[src/rtl/gb_pkg.sv]
// Shared constants, palette and joypad layout for the Game Boy display shell.
package gb_pkg;

    // 720x480 progressive timing (one pixel per clock)
    localparam logic [9:0] H_ACTIVE = 10'd720;
    localparam logic [9:0] H_TOTAL  = 10'd858;
    localparam logic [9:0] H_LAST   = 10'd857;
    localparam logic [9:0] HS_START = 10'd736;
    localparam logic [9:0] HS_END   = 10'd797;
    localparam logic [9:0] V_ACTIVE = 10'd480;
    localparam logic [9:0] V_TOTAL  = 10'd525;
    localparam logic [9:0] V_LAST   = 10'd524;
    localparam logic [9:0] VS_START = 10'd489;
    localparam logic [9:0] VS_END   = 10'd494;

    // 160x144 LCD scaled 3x, placed inside the active area
    localparam logic [9:0] WIN_X0   = 10'd120;
    localparam logic [9:0] WIN_X1   = 10'd599;
    localparam logic [9:0] WIN_Y0   = 10'd24;
    localparam logic [9:0] WIN_Y1   = 10'd455;
    localparam logic [1:0] SCALE_M1 = 2'd2;

    // DMG-style green palette indexed by shade
    localparam logic [23:0] PALETTE [4] = '{
        24'h9BBC0F,
        24'h8BAC0F,
        24'h306230,
        24'h0F380F
    };

    // Button layout, MSB first, matching the regA pressed mask
    typedef struct packed {
        logic start;
        logic select;
        logic b;
        logic a;
        logic down;
        logic up;
        logic left;
        logic right;
    } joypad_t;

    // Checkerboard shade from scrolled LCD coordinates (8-bit wrap adds)
    function automatic logic [1:0] bg_shade(input logic [7:0] gx, input logic [7:0] gy,
                                            input logic [7:0] scx, input logic [7:0] scy);
        logic [7:0] x;
        logic [7:0] y;
        x = gx + scx;
        y = gy + scy;
        return {x[4] ^ y[4], x[3] ^ y[3]};
    endfunction

endpackage

[src/rtl/gb_video_timing.sv]
// Pixel/line counters, sync and enable levels, and LCD coordinate generation.
// All outputs are combinational and aligned with the counter values.
module gb_video_timing
    import gb_pkg::*;
(
    input  logic       clk_i,
    input  logic       rst_i,
    output logic [9:0] h_o,
    output logic [9:0] v_o,
    output logic       active_o,
    output logic       hs_n_o,
    output logic       vs_n_o,
    output logic       in_win_o,
    output logic [7:0] gx_o,
    output logic [7:0] gy_o
);

    logic [9:0] h_q, h_d;
    logic [9:0] v_q, v_d;
    logic [1:0] sx_q, sx_d;
    logic [1:0] sy_q, sy_d;
    logic [7:0] gx_q, gx_d;
    logic [7:0] gy_q, gy_d;

    // Next-state for counters; gx/gy advance every third pixel/line so no divider is needed
    always_comb begin
        h_d  = h_q + 10'd1;
        v_d  = v_q;
        sx_d = sx_q;
        gx_d = gx_q;
        sy_d = sy_q;
        gy_d = gy_q;

        if (h_q == H_LAST) begin
            h_d = '0;
            v_d = (v_q == V_LAST) ? '0 : v_q + 10'd1;
        end

        // Horizontal sub-counter restarts so that the first window pixel is gx=0
        if (h_d == WIN_X0) begin
            sx_d = '0;
            gx_d = '0;
        end else if (sx_q == SCALE_M1) begin
            sx_d = '0;
            gx_d = gx_q + 8'd1;
        end else begin
            sx_d = sx_q + 2'd1;
        end

        // Vertical sub-counter steps once per line, restarting on the first window line
        if (h_q == H_LAST) begin
            if (v_d == WIN_Y0) begin
                sy_d = '0;
                gy_d = '0;
            end else if (sy_q == SCALE_M1) begin
                sy_d = '0;
                gy_d = gy_q + 8'd1;
            end else begin
                sy_d = sy_q + 2'd1;
            end
        end
    end

    // Counter state registers with synchronous reset to the top-left of the frame
    always_ff @(posedge clk_i) begin
        if (rst_i) begin
            h_q  <= '0;
            v_q  <= '0;
            sx_q <= '0;
            sy_q <= '0;
            gx_q <= '0;
            gy_q <= '0;
        end else begin
            h_q  <= h_d;
            v_q  <= v_d;
            sx_q <= sx_d;
            sy_q <= sy_d;
            gx_q <= gx_d;
            gy_q <= gy_d;
        end
    end

    assign h_o      = h_q;
    assign v_o      = v_q;
    assign gx_o     = gx_q;
    assign gy_o     = gy_q;
    assign active_o = (h_q < H_ACTIVE) && (v_q < V_ACTIVE);
    assign hs_n_o   = !((h_q >= HS_START) && (h_q <= HS_END));
    assign vs_n_o   = !((v_q >= VS_START) && (v_q <= VS_END));
    assign in_win_o = (h_q >= WIN_X0) && (h_q <= WIN_X1) &&
                      (v_q >= WIN_Y0) && (v_q <= WIN_Y1);

endmodule

[src/rtl/gameboy_top.sv]
// Game Boy display shell: video output, joypad synchronisation and the
// per-frame debug register updates that scroll the background.
module gameboy_top
    import gb_pkg::*;
(
    input  logic        cpu_clk,
    input  logic        rst,
    input  logic        joypad_up,
    input  logic        joypad_down,
    input  logic        joypad_left,
    input  logic        joypad_right,
    input  logic        joypad_a,
    input  logic        joypad_b,
    input  logic        joypad_start,
    input  logic        joypad_select,
    output logic        HDMI_TX_DE,
    output logic        HDMI_TX_HS,
    output logic        HDMI_TX_VS,
    output logic [23:0] HDMI_TX_D,
    output logic [7:0]  regA,
    output logic [7:0]  regB,
    output logic [7:0]  regC,
    output logic [7:0]  regD,
    output logic [7:0]  regE,
    output logic [7:0]  regF,
    output logic [7:0]  regH,
    output logic [7:0]  regL
);

    logic [9:0] h;
    logic [9:0] v;
    logic       active;
    logic       hs_n;
    logic       vs_n;
    logic       in_win;
    logic [7:0] gx;
    logic [7:0] gy;

    gb_video_timing u_timing (
        .clk_i    (cpu_clk),
        .rst_i    (rst),
        .h_o      (h),
        .v_o      (v),
        .active_o (active),
        .hs_n_o   (hs_n),
        .vs_n_o   (vs_n),
        .in_win_o (in_win),
        .gx_o     (gx),
        .gy_o     (gy)
    );

    // ---------------- joypad ----------------
    joypad_t raw;
    joypad_t sync1_q;
    joypad_t sync2_q;
    joypad_t pressed;

    assign raw = {joypad_start, joypad_select, joypad_b, joypad_a,
                  joypad_down, joypad_up, joypad_left, joypad_right};
    assign pressed = ~sync2_q;

    // Two-flop synchroniser; idles released (high) out of reset
    always_ff @(posedge cpu_clk) begin
        if (rst) begin
            sync1_q <= '1;
            sync2_q <= '1;
        end else begin
            sync1_q <= raw;
            sync2_q <= sync1_q;
        end
    end

    // ---------------- debug registers ----------------
    logic       frame_upd;
    logic [7:0] regA_q, regA_d;
    logic [7:0] regB_q, regB_d;
    logic [7:0] regC_q, regC_d;
    logic [7:0] regD_q, regD_d;
    logic [7:0] regE_q, regE_d;
    logic [7:0] regF_q, regF_d;
    logic [15:0] hl_q, hl_d;
    logic       prev_start_q, prev_start_d;
    logic       prev_a_q, prev_a_d;

    // Single-cycle strobe on entry into vertical blanking
    assign frame_upd = (h == 10'd0) && (v == V_ACTIVE);

    // Per-frame register update from the synchronised button state
    always_comb begin
        regA_d       = regA_q;
        regB_d       = regB_q;
        regC_d       = regC_q;
        regD_d       = regD_q;
        regE_d       = regE_q;
        regF_d       = regF_q;
        hl_d         = hl_q;
        prev_start_d = prev_start_q;
        prev_a_d     = prev_a_q;

        if (frame_upd) begin
            regA_d = pressed;

            case ({pressed.right, pressed.left})
                2'b10:   regC_d = regC_q + 8'd1;
                2'b01:   regC_d = regC_q - 8'd1;
                default: regC_d = regC_q;
            endcase

            case ({pressed.down, pressed.up})
                2'b10:   regD_d = regD_q + 8'd1;
                2'b01:   regD_d = regD_q - 8'd1;
                default: regD_d = regD_q;
            endcase

            if (pressed.start && !prev_start_q) regE_d = regE_q + 8'd1;
            if (pressed.a && !prev_a_q)         regB_d = regB_q + 8'd1;

            hl_d         = hl_q + 16'd1;
            regF_d       = {(pressed == '0), 7'b0};
            prev_start_d = pressed.start;
            prev_a_d     = pressed.a;
        end
    end

    // Debug register state; regF reset value reflects "no buttons pressed"
    always_ff @(posedge cpu_clk) begin
        if (rst) begin
            regA_q       <= '0;
            regB_q       <= '0;
            regC_q       <= '0;
            regD_q       <= '0;
            regE_q       <= '0;
            regF_q       <= 8'h80;
            hl_q         <= '0;
            prev_start_q <= 1'b0;
            prev_a_q     <= 1'b0;
        end else begin
            regA_q       <= regA_d;
            regB_q       <= regB_d;
            regC_q       <= regC_d;
            regD_q       <= regD_d;
            regE_q       <= regE_d;
            regF_q       <= regF_d;
            hl_q         <= hl_d;
            prev_start_q <= prev_start_d;
            prev_a_q     <= prev_a_d;
        end
    end

    assign regA = regA_q;
    assign regB = regB_q;
    assign regC = regC_q;
    assign regD = regD_q;
    assign regE = regE_q;
    assign regF = regF_q;
    assign regH = hl_q[15:8];
    assign regL = hl_q[7:0];

    // ---------------- video output ----------------
    logic        de_q, de_d;
    logic        hs_q, hs_d;
    logic        vs_q, vs_d;
    logic [23:0] pix_q, pix_d;

    // Pixel colour: scrolled checkerboard inside the window, black elsewhere, zero in blanking
    always_comb begin
        de_d  = active;
        hs_d  = hs_n;
        vs_d  = vs_n;
        pix_d = '0;
        if (active && in_win) begin
            pix_d = PALETTE[bg_shade(gx, gy, regC_q, regD_q)];
        end
    end

    // Output stage: all video signals registered together, one cycle behind the counters
    always_ff @(posedge cpu_clk) begin
        if (rst) begin
            de_q  <= 1'b0;
            hs_q  <= 1'b1;
            vs_q  <= 1'b1;
            pix_q <= '0;
        end else begin
            de_q  <= de_d;
            hs_q  <= hs_d;
            vs_q  <= vs_d;
            pix_q <= pix_d;
        end
    end

    assign HDMI_TX_DE = de_q;
    assign HDMI_TX_HS = hs_q;
    assign HDMI_TX_VS = vs_q;
    assign HDMI_TX_D  = pix_q;

endmodule

[config.mk]
export PLATFORM = sky130hd
export DESIGN_NAME = gameboy_top
export DESIGN_NICKNAME = d
export VERILOG_FILES = /design/src/rtl/gb_pkg.sv /design/src/rtl/gb_video_timing.sv /design/src/rtl/gameboy_top.sv
export SDC_FILE = /design/constraint.sdc
export NUM_CORES = 1
export LEC_CHECK = 0
export ABC_AREA = 1
export CELL_PAD_IN_SITES_DETAIL_PLACEMENT = 0
export CELL_PAD_IN_SITES_GLOBAL_PLACEMENT = 1
export CORE_MARGIN = 1
export CORE_UTILIZATION = 40
export DETAILED_ROUTE_END_ITERATION = 12
export PLACE_DENSITY_LB_ADDON = 0.1
export SKIP_LAST_GASP = 1
export SLEW_MARGIN = 20
export SYNTH_ARGS = -nofsm -noshare
export SYNTH_HDL_FRONTEND = slang
export SYNTH_HIERARCHICAL = 1
export SYNTH_SLANG_ARGS = --single-unit
[constraint.sdc]
create_clock -name cpu_clk -period 3.2 [get_ports cpu_clk]
set_clock_uncertainty 0.2 [all_clocks]
set_input_delay 0.64 -clock cpu_clk [delete_from_list [all_inputs] [get_ports cpu_clk]]
set_output_delay 0.64 -clock cpu_clk [all_outputs]
set_load 0.005 [all_outputs]
# Word level (Yosys, flattened, before mapping)
# Index checks and enable logic that the tools add are counted.
[totals]
ff_bits = 142
out_inout_bits = 91
elab_cells = 116
memories = 0
romBits = 0
inputBits = 10
ramBits = 0
latchBits = 0
[op_classes]
n_reduce_logical = 27
eq_ne = 11
mul = 0
n_div = 0
n_lt_le_gt_ge = 11
muxes = 12
add_sub_neg = 15
bitwise_logic = 5
shift = 0
[ops]
columns = ["cell", "count"]
rows = [
  ["adder 8 x 1 -> 8 bit (second input constant)", 6],
  ["binary-select mux 24 bit (select 2 bit)", 1],
  ["2-to-1 mux 24 bit", 2],
  ["one-hot mux 8 bit (2 select lines)", 2],
  ["2-to-1 mux 10 bit", 3],
  ["adder 10 x 1 -> 10 bit (second input constant)", 2],
  ["equality test 10 bit (second input constant)", 2],
  ["<= comparator 10 bit (second input constant)", 2],
  ["<= comparator 10 x 9 -> 1 bit (second input constant)", 2],
  ["adder 16 x 1 -> 16 bit (second input constant)", 1],
  ["2-to-1 mux 8 bit", 2],
  ["subtractor 8 x 1 -> 8 bit (second input constant)", 2],
  ["adder 5 bit", 2],
  ["equality test 10 x 5 -> 1 bit (second input constant)", 1],
  ["equality test 10 x 7 -> 1 bit (second input constant)", 1],
  ["equality test 10 x 9 -> 1 bit (second input constant)", 1],
  ["greater-or-equal comparator 10 bit (second input constant)", 1],
  ["greater-or-equal comparator 10 x 5 -> 1 bit (second input constant)", 1],
  ["greater-or-equal comparator 10 x 7 -> 1 bit (second input constant)", 1],
  ["greater-or-equal comparator 10 x 9 -> 1 bit (second input constant)", 1],
  ["logical AND 1 bit", 10],
  ["zero test 10 bit", 1],
  ["< comparator 10 bit (second input constant)", 1],
  ["< comparator 10 x 9 -> 1 bit (second input constant)", 1],
  ["other kinds (15)", 32],
]

# Longest topological paths before layout
# Gate-level depths: netlist (run 1).
[depth]
depth_word = 7
depth_mapped = 17
ltp_nobuf = 17

# Modules after synthesis
# The synthesis (run 1) kept the hierarchy.
[by_module_without_submodules]
columns = ["module", "instances", "seq_area_each_um2", "cells_per_inst", "area_per_inst_um2"]
rows = [
  ["gameboy_top", 1, 1661.6, 697, 4722.0],
  ["gb_video_timing", 1, 800.8, 368, 2508.7],
]

# Least setup slack after synthesis (run 1)
# Ideal clock, no wire load.
[synth_path]
kind = "register to register"
start = "register u_timing.h_q[0], in the netlist u_timing/h_o[0]"
end = "register u_timing.gy_q[3], in the netlist u_timing/gy_o[3]"
path_stages_with_launch = 16
required_time_ns = 2.887
setup_slack_ns = 0.997
period_less_slack_ns = 2.203
arrival_ns = 1.890
setup_time_ns = 0.113
n_path_buf = 1
cell_sequence = "dfxtp_1 ha_1 nand2_4 nor2_8 nand2_4 nor2_8 buf_12 nand2_2 nand2_2 nand2_2 nor2_4 nand3_4 nand2_8 nand2_4 nor2_1 nor2_1"
[synth_via]
elab_chain_cells = 5
elab_cells_between_ends = 6
cone_classes = "eq/ne: 2; mux: 2; reduce/logical: 2"
[synth_rtl]
columns = ["element", "line_no", "text"]
rows = [
  ["from (decl)", "gb_video_timing.sv:18", "logic [9:0] h_q, h_d;"],
  ["from (signal assigned)", "gb_video_timing.sv:67", "h_q <= '0;"],
  ["from (signal assigned)", "gb_video_timing.sv:74", "h_q <= h_d;"],
  ["equality test 10 bit (*)", "gb_video_timing.sv:34, gb_video_timing.sv:51", ""],
  ["2-to-1 mux 10 bit", "gb_video_timing.sv:34", "if (h_q == H_LAST) begin"],
  ["equality test 10 x 5 -> 1 bit", "gb_video_timing.sv:52", "if (v_d == WIN_Y0) begin"],
  ["nonzero test 2 bit (no source line)", "-", ""],
  ["AND reduction 2 bit (no source line)", "-", ""],
  ["to (signal assigned)", "gb_video_timing.sv:79", "gy_q <= gy_d;"],
  ["to (decl)", "gb_video_timing.sv:23", "logic [7:0] gy_q, gy_d;"],
]
# Mark *: on every way between the ends. The rest lies on a longest branch, timed or not.
# A chain may end at the register's enable or synchronous reset.

# Worst setup path in the final report (run 1)
[layout_path]
start = "register u_timing.h_q[0], in the netlist u_timing/h_o[0]"
end = "register u_timing.gy_q[4], in the netlist u_timing/gy_o[4]"
# The elaborated chain is that of the path after synthesis.

==> results of run 1 <==
## layout by cell type, fill, tap and decap left out, types with 21 or more instances in the layout
cell / n
nand2_1: 249
dfxtp_1: 117
nand3_1: 90
a21oi_1: 55
clkdlybuf4s50_1: 88
or2_2: 21
inv_1: 130
nand4_1: 22
ha_1: 31
xor2_1: 21
o21ai_0: 29
nor2_1: 129
## power by group through the flow
stage          clock network, mW  registers, mW  logic [mW]
3_5_place_dp                   0           1.52       0.136
4_1_cts                     1.95           1.49       0.136
2_1_floorplan                  0           1.52       0.106
6_report                    1.90           1.49       0.135
3_3_place_gp                   0           1.52       0.136
5_1_grt                     2.02           1.49       0.154
## worst paths after layout
path | cells past startpoint | endpoint | start | slack (ns)
setup / recovery | 14 | u_timing/gy_o[4] | u_timing/h_o[0] | 0.79
setup reg to reg | 14 | u_timing/gy_o[4] | u_timing/h_o[0] | 0.79
hold reg to reg | 1 | sync2_q[5] | sync1_q[5] | 0.21
hold / removal | 1 | sync2_q[5] | sync1_q[5] | 0.21
## critical path, stage by stage (launching register included)
cell and delay [ns]:
dfxtp_1 0.41, ha_1 0.29, nand2_4 0.09, nor2_8 0.13, nand2_4 0.08, nor2_8 0.24
nand3_1 0.10, nand2_1 0.09, nand3_1 0.08, nor2_2 0.13, nand3_4 0.15, nand2_8 0.12
nand3_1 0.07, nand2_1 0.07, nor2_1 0.04
## sequential cells by signal (all words and copies together), names as in the netlist, 5 cells and up
signal and count:
u_timing/gy_o 5, regB 8, u_timing/v_o 10, regC 8, hl_q 16, sync1_q 8
HDMI_TX_D 7, sync2_q 8, regE 8, regD 8, u_timing/h_o 10, u_timing/gx_o 5
regA 8
## final cells by class
| type | count | share of cell area |
|---|---|---|
| clock buffer | 18 | 0.05208 |
| clock inverter | 14 | 0.01795 |
| inverter | 137 | 0.06098 |
| multi-input combinational | 734 | 0.4500 |
| sequential | 117 | 0.2777 |
| tap | 220 | 0.03264 |
| timing repair buffer | 93 | 0.1086 |
## metal layers
layer | GRT usage | share of wire | up-vias
met1 | 0.2702 | 0.49 | 2876
met4 | 0.07197 | 0.017 | 0
met3 | 0.04338 | 0.038 | 24
li1 | - | - | 3364
met2 | 0.3181 | 0.46 | 135
met5 | 0 | 0 | -
## per-stage QoR
| stage | total power [mW] | utilization |
|---|---|---|
| after global routing | 3.665 | 0.5032 |
| after global placement | 1.660 | 0.4679 |
| after CTS | 3.579 | 0.5032 |
| after floorplan | 1.626 | - |
| after detailed placement | 1.661 | 0.4679 |
| final | 3.529 | 0.5032 |
==> key figures, run 1 <==
Timing
  – Slew @ Worst Pin: between 0.8 and 0.9 ns
  – WHS: 0.2077 ns
  – RSZ-0062 raised after global routing: no
  – Shortest period the worst path allows: 2.409 ns
  – Final setup fails: 0
  – Final Slew Violations: 0
  – Worst setup margin: 0.7913 ns
  – Final period utilization: 0.7527
  – Highest Clock Rate: 415.2 MHz
  – Final hold vios: 0
  – Setup TNS: 0 ns
  – Rel. slew slack: 0.4298

Die
  – IO Pins: 101
  – CORE AREA: 16760 sq um
  – Die Ht: 133.7 microns
  – Starting Density: 0.4140
  – Die ar.: roughly 18000 sq um
  – Width of the chip: 133.7 microns
  – Rows: 47

Pwr
  – Combinational share of power: 0.038
  – Switching power of the nets: around 0.83 mW
  – Leakage: 3.829 nW
  – Reg power frac: 0.423
  – Worst vdd ir: about 380 uV
  – Switch share: 0.2354
  – Int Pwr: 2.698 mW
  – Power Density: around 420 nW/um^2
  – Clock power frac: 0.539

Drt
  – Total Wirelength: 17340 microns
  – DRT Pass-1 Iters: 5
  – Drt drc: 0
  – Post-route ant nets: 0
  – DRT iter0 DRCs: 383
  – WL/cell: 13.01 microns
  – Vias per inst: roughly 4.8
  – Vias: 6399

Job
  – Max-cap violations: 0

GRT
  – Grt ovf: 0
  – Tot GR Track Use: 0.2019
  – Largest net degree at the start of global routing: 35
  – Global-route wire length before repair: 28560 microns
  – Vias in the first global route: 5593
  – Initial antenna violation count: 0

Place
  – DP Wirelength: ~13000 microns
  – Port Buffer Count: roughly 90
  – GPL Wtd Cong: 0.8932
  – Placed cell count: 1301
  – Pre-CTS WS: 0.7936 ns
  – Placement Cell Area: between 7000 and 8000 sq um

Outcome
  – Status: finished, final reports clean

Finish
  – Ant. Diodes: 0
  – Share of layout cells above drive strength 1: 0.08086
  – Net count, final: ~1100
  – FILL cells: 1775
  – Final non-filler cell total: 1333
  – Fin area: around 8400 sq um
  – Register area: 2342 sq um
  – Area growth, synth to finish: 21.55%
  – Area occupied by multi-input gates: around 3800 sq um

CTS
  – Resized Gates After CTS: 0
  – TritonCTS buffer count: 17
  – Hold buffer count at CTS: 0
  – Clk buf depth: 2
  – Total setup buffers inserted after CTS: 0
  – Skew-Pair Late Insertion Delay: 0.43 ns
  – CTS tree: done
  – Worst-path clk slew: ~0.060 ns
  – Root Driver: clkbuf_16
  – Sink Count: ~120
  – H-tree levels: 4

Min path
  – Hold crit path type: flip-flop to flip-flop

Critical path
  – Critical Path End Type: flip-flop
  – Worst Setup Start Kind: flip-flop
  – Crit path DAT: 2.52 ns
  – Crit-path max FO: 17
  – Required time of the critical path: 3.32 ns
  – Setup CP Type: flip-flop to flip-flop

Yosys
  – Mapped Area: between 6000 and 7000 sq um
  – Syn Inst Count: 1025
  – Synth warn: 6
  – Syn avg cell area: 6.769 sq um
Power figures use the tool's default switching activity.
==> run 2: changes to the inputs <==
--- a/config.mk
+++ b/config.mk
@@ -9,7 +9,7 @@
 export CELL_PAD_IN_SITES_DETAIL_PLACEMENT = 0
 export CELL_PAD_IN_SITES_GLOBAL_PLACEMENT = 1
 export CORE_MARGIN = 1
-export CORE_UTILIZATION = 40
+export CORE_UTILIZATION = 36
 export DETAILED_ROUTE_END_ITERATION = 12
 export PLACE_DENSITY_LB_ADDON = 0.1
 export SKIP_LAST_GASP = 1
==> constraint.sdc (replaced) <==
create_clock -name cpu_clk -period 2.2 [get_ports cpu_clk]
set_clock_uncertainty 0.2 [all_clocks]
set_input_delay 0.44 -clock cpu_clk [delete_from_list [all_inputs] [get_ports cpu_clk]]
set_output_delay 0.44 -clock cpu_clk [all_outputs]
set_load 0.005 [all_outputs]
==> run 2 against run 1 <==
Flip-flop and latch count is the same; via count grew 3.9%; cell count grew 6.7%; die area grew 11%; design area grew 9.3%; count of clock-buffer cells in the layout grew 2; total power grew 42%; core utilization shrank 1.2 points; wire length grew 5.2%; non-clock buffer count grew 75; register-to-register slack lost 0.76 ns; critical path type unchanged; critical endpoint is now u_timing/gy_o[0]; highest routed layer unchanged.
==> key figures, run 2 (same netlist as run 1, synthesis figures left out) <==
Outcome
  – Status: finished, final reports clean (unchanged)

CTS
  – Hold buffer count at CTS: 0 (unchanged)
  – H-tree levels: 4 (unchanged)
  – Worst-path clk slew: 0.05 ns (was 0.06 ns)
  – Skew-Pair Late Insertion Delay: 0.42 ns (was 0.43 ns)
  – Sink Count: 117 (unchanged)
  – Root Driver: clkbuf_16 (unchanged)
  – CTS tree: done (unchanged)
  – TritonCTS buffer count: 17 (unchanged)
  – Clk buf depth: 2 (unchanged)

Die
  – Rows: 50 (was 47)
  – Width of the chip: 140.8 microns (was 133.7 microns)
  – Starting Density: 0.3697 (was 0.4140)
  – Die ar.: 19830 sq um (was 17880 sq um)
  – Die Ht: 140.8 microns (was 133.7 microns)
  – CORE AREA: 18770 sq um (was 16760 sq um)
  – IO Pins: 101 (unchanged)

Finish
  – FILL cells: 1923 (was 1775)
  – Share of layout cells above drive strength 1: 0.1860 (was 0.08086)
  – Net count, final: 1216 (was 1141)
  – Area growth, synth to finish: 32.89% (was 21.55%)
  – Ant. Diodes: 0 (unchanged)
  – Max reg flops: 16 (unchanged)
  – Most common cell after layout, fill and taps aside: nand2_1 (unchanged)
  – Most frequent cells in the layout: 239 x nand2_1, 126 x inv_1, 117 x nor2_1, 103 x dfxtp_1, 88 x clkdlybuf4s50_1 (was 249 x nand2_1, 130 x inv_1, 129 x nor2_1, 117 x dfxtp_1, 90 x nand3_1)
  – Final non-filler cell total: 1422 (was 1333)
  – Largest Register: hl_q (unchanged)

GRT
  – Vias in the first global route: 6074 (was 5593)
  – Global-route wire length before repair: 29750 microns (was 28560 microns)
  – Initial antenna violation count: 0 (unchanged)
  – Largest net degree at the start of global routing: 37 (was 35)
  – Grt ovf: 0 (unchanged)
  – Tot GR Track Use: 0.1903 (was 0.2019)

Drt
  – Vias per inst: 4.677 (was 4.800)
  – Vias: 6651 (was 6399)
  – WL/cell: 12.83 microns (was 13.01 microns)
  – DRT iter0 DRCs: 351 (was 383)
  – Total Wirelength: 18240 microns (was 17340 microns)
  – Post-route ant nets: 0 (unchanged)
  – DRT Pass-1 Iters: 5 (unchanged)
  – Drt drc: 0 (unchanged)

Place
  – Port Buffer Count: 89 (unchanged)
  – Placed cell count: 1377 (was 1301)
  – GPL Wtd Cong: 0.8515 (was 0.8932)
  – DP Wirelength: 13660 microns (was 12860 microns)

Min path
  – Hold path depth: 2 (was 1)
  – Worst Hold Path EP: u_timing/h_o[7] (was sync2_q[5])
  – Worst hold path startpoint: rst (was sync1_q[5])
  – Hold crit path type: input port to flip-flop (was flip-flop to flip-flop)

Critical path
  – Crit-path max FO: 8 (was 17)
  – Worst Setup Start Kind: flip-flop (unchanged)
  – RR Startpoint: u_timing/h_o[1] (was u_timing/h_o[0])
  – Setup CP Type: flip-flop to flip-flop (unchanged)
  – R2R setup slack: 0.03 ns (was 0.79 ns)
  – Required time of the critical path: 2.31 ns (was 3.32 ns)
  – Crit path DAT: 2.28 ns (was 2.52 ns)
  – Critical Path End Type: flip-flop (unchanged)
  – R2R depth: 16 (was 14)
  – Worst r2r dst: u_timing/gy_o[0] (was u_timing/gy_o[4])

Pwr
  – Leakage: 4.205 nW (was 3.829 nW)
  – Worst vdd ir: 560.2 uV (was 376.6 uV)
  – Power Density: 545.1 nW/um^2 (was 418.5 nW/um^2)
  – Tot Pwr: 5.026 mW (was 3.529 mW)

Timing
  – RSZ-0062 raised after global routing: yes (was no)
  – Shortest period the worst path allows: 2.169 ns (was 2.409 ns)
  – Rel. slew slack: 0.6568 (was 0.4298)
  – Final Slew Violations: 0 (unchanged)
  – Final setup fails: 0 (unchanged)
  – Highest Clock Rate: 461.0 MHz (was 415.2 MHz)
  – Slew @ Worst Pin: 0.5134 ns (was 0.8543 ns)
  – Final hold vios: 0 (unchanged)
  – Final period utilization: 0.9861 (was 0.7527)

Job
  – Max-cap violations: 0 (unchanged)
[run 2: how the worst max path moves through the flow]
stage | startpoint | to | slack [ns] | cells past startpoint
2_1_floorplan | u_timing/h_o[0] | u_timing/gy_o[3] | 0.04 | 15
3_3_place_gp | u_timing/h_o[6] | HDMI_TX_D[20] | -0.17 | 8
3_5_place_dp | u_timing/h_o[6] | HDMI_TX_D[20] | -0.08 | 8
4_1_cts | u_timing/h_o[1] | u_timing/gy_o[3] | -0.003 | 15
5_1_grt | u_timing/h_o[1] | u_timing/gy_o[0] | -0.09 | 16
6_report | u_timing/h_o[1] | u_timing/gy_o[0] | 0.03 | 16
[run 2: area by class of cell]
class	count	area, sq um	area share
Clock inverter	12	106.4	0.01153
Clock buffer	20	446.7	0.04845
Sequential cell	117	2360	0.2559
Timing Repair Buffer	168	1511	0.1639
Multi-Input combinational cell	734	3989	0.4326
Tap cell	234	292.8	0.03175
Inverter	137	514.2	0.05577
[run 2: timing repair]
action / CTS / global route
buffers inserted: 1 / 12
pin swaps: 0 / 21
setup endpoints to repair: 19 / 42
resized for setup: 7 / 67
cloned: 0 / 0
[run 2: layer usage]
layer | share of wire | GRT usage | routed length (microns)
met2 | 0.48 | 0.3077 | 8709
met5 | 0 | 0 | 0
met3 | 0.028 | 0.03668 | 504
met4 | 0.011 | 0.06636 | 208
met1 | 0.48 | 0.2527 | 8819
[run 2: power by group]
part	internal, mW	leakage (nW)	total (mW)	switching [mW]
combinational	0.110	2.99	0.247	0.137
clock	1.58	0.262	2.61	1.03
sequential	2.15	0.953	2.17	0.0194
[run 2: metrics by stage]
stage                     hold slack (ns)    util  setup WS (ns)  area (sq um)    TNS, ns
after floorplan                    0.1895       -        0.04022          6975          0
after global placement             0.1941  0.4443        -0.1745          8338     -1.393
after detailed placement           0.1932  0.4443       -0.07792          8338    -0.6019
after CTS                          0.1731  0.4751      -0.003487          8916  -0.006954
after global routing               0.1852  0.4913       -0.09347          9220    -0.4105
final                              0.1852  0.4913        0.03065          9220          0
[run 2: critical path, stage by stage, from the launching register on]
cell and delay, ns:
dfxtp_2 0.32, inv_2 0.07, ha_4 0.16, nand2_4 0.07, nor2_8 0.10, nand2_4 0.07, nor2_8 0.19, buf_12 0.15
nand2_4 0.05, nand2_4 0.07, nand2_4 0.05, nor2_4 0.09, nand3_4 0.15, nand2_8 0.15, nand3_1 0.08, nand2_1 0.07
nor2_1 0.03
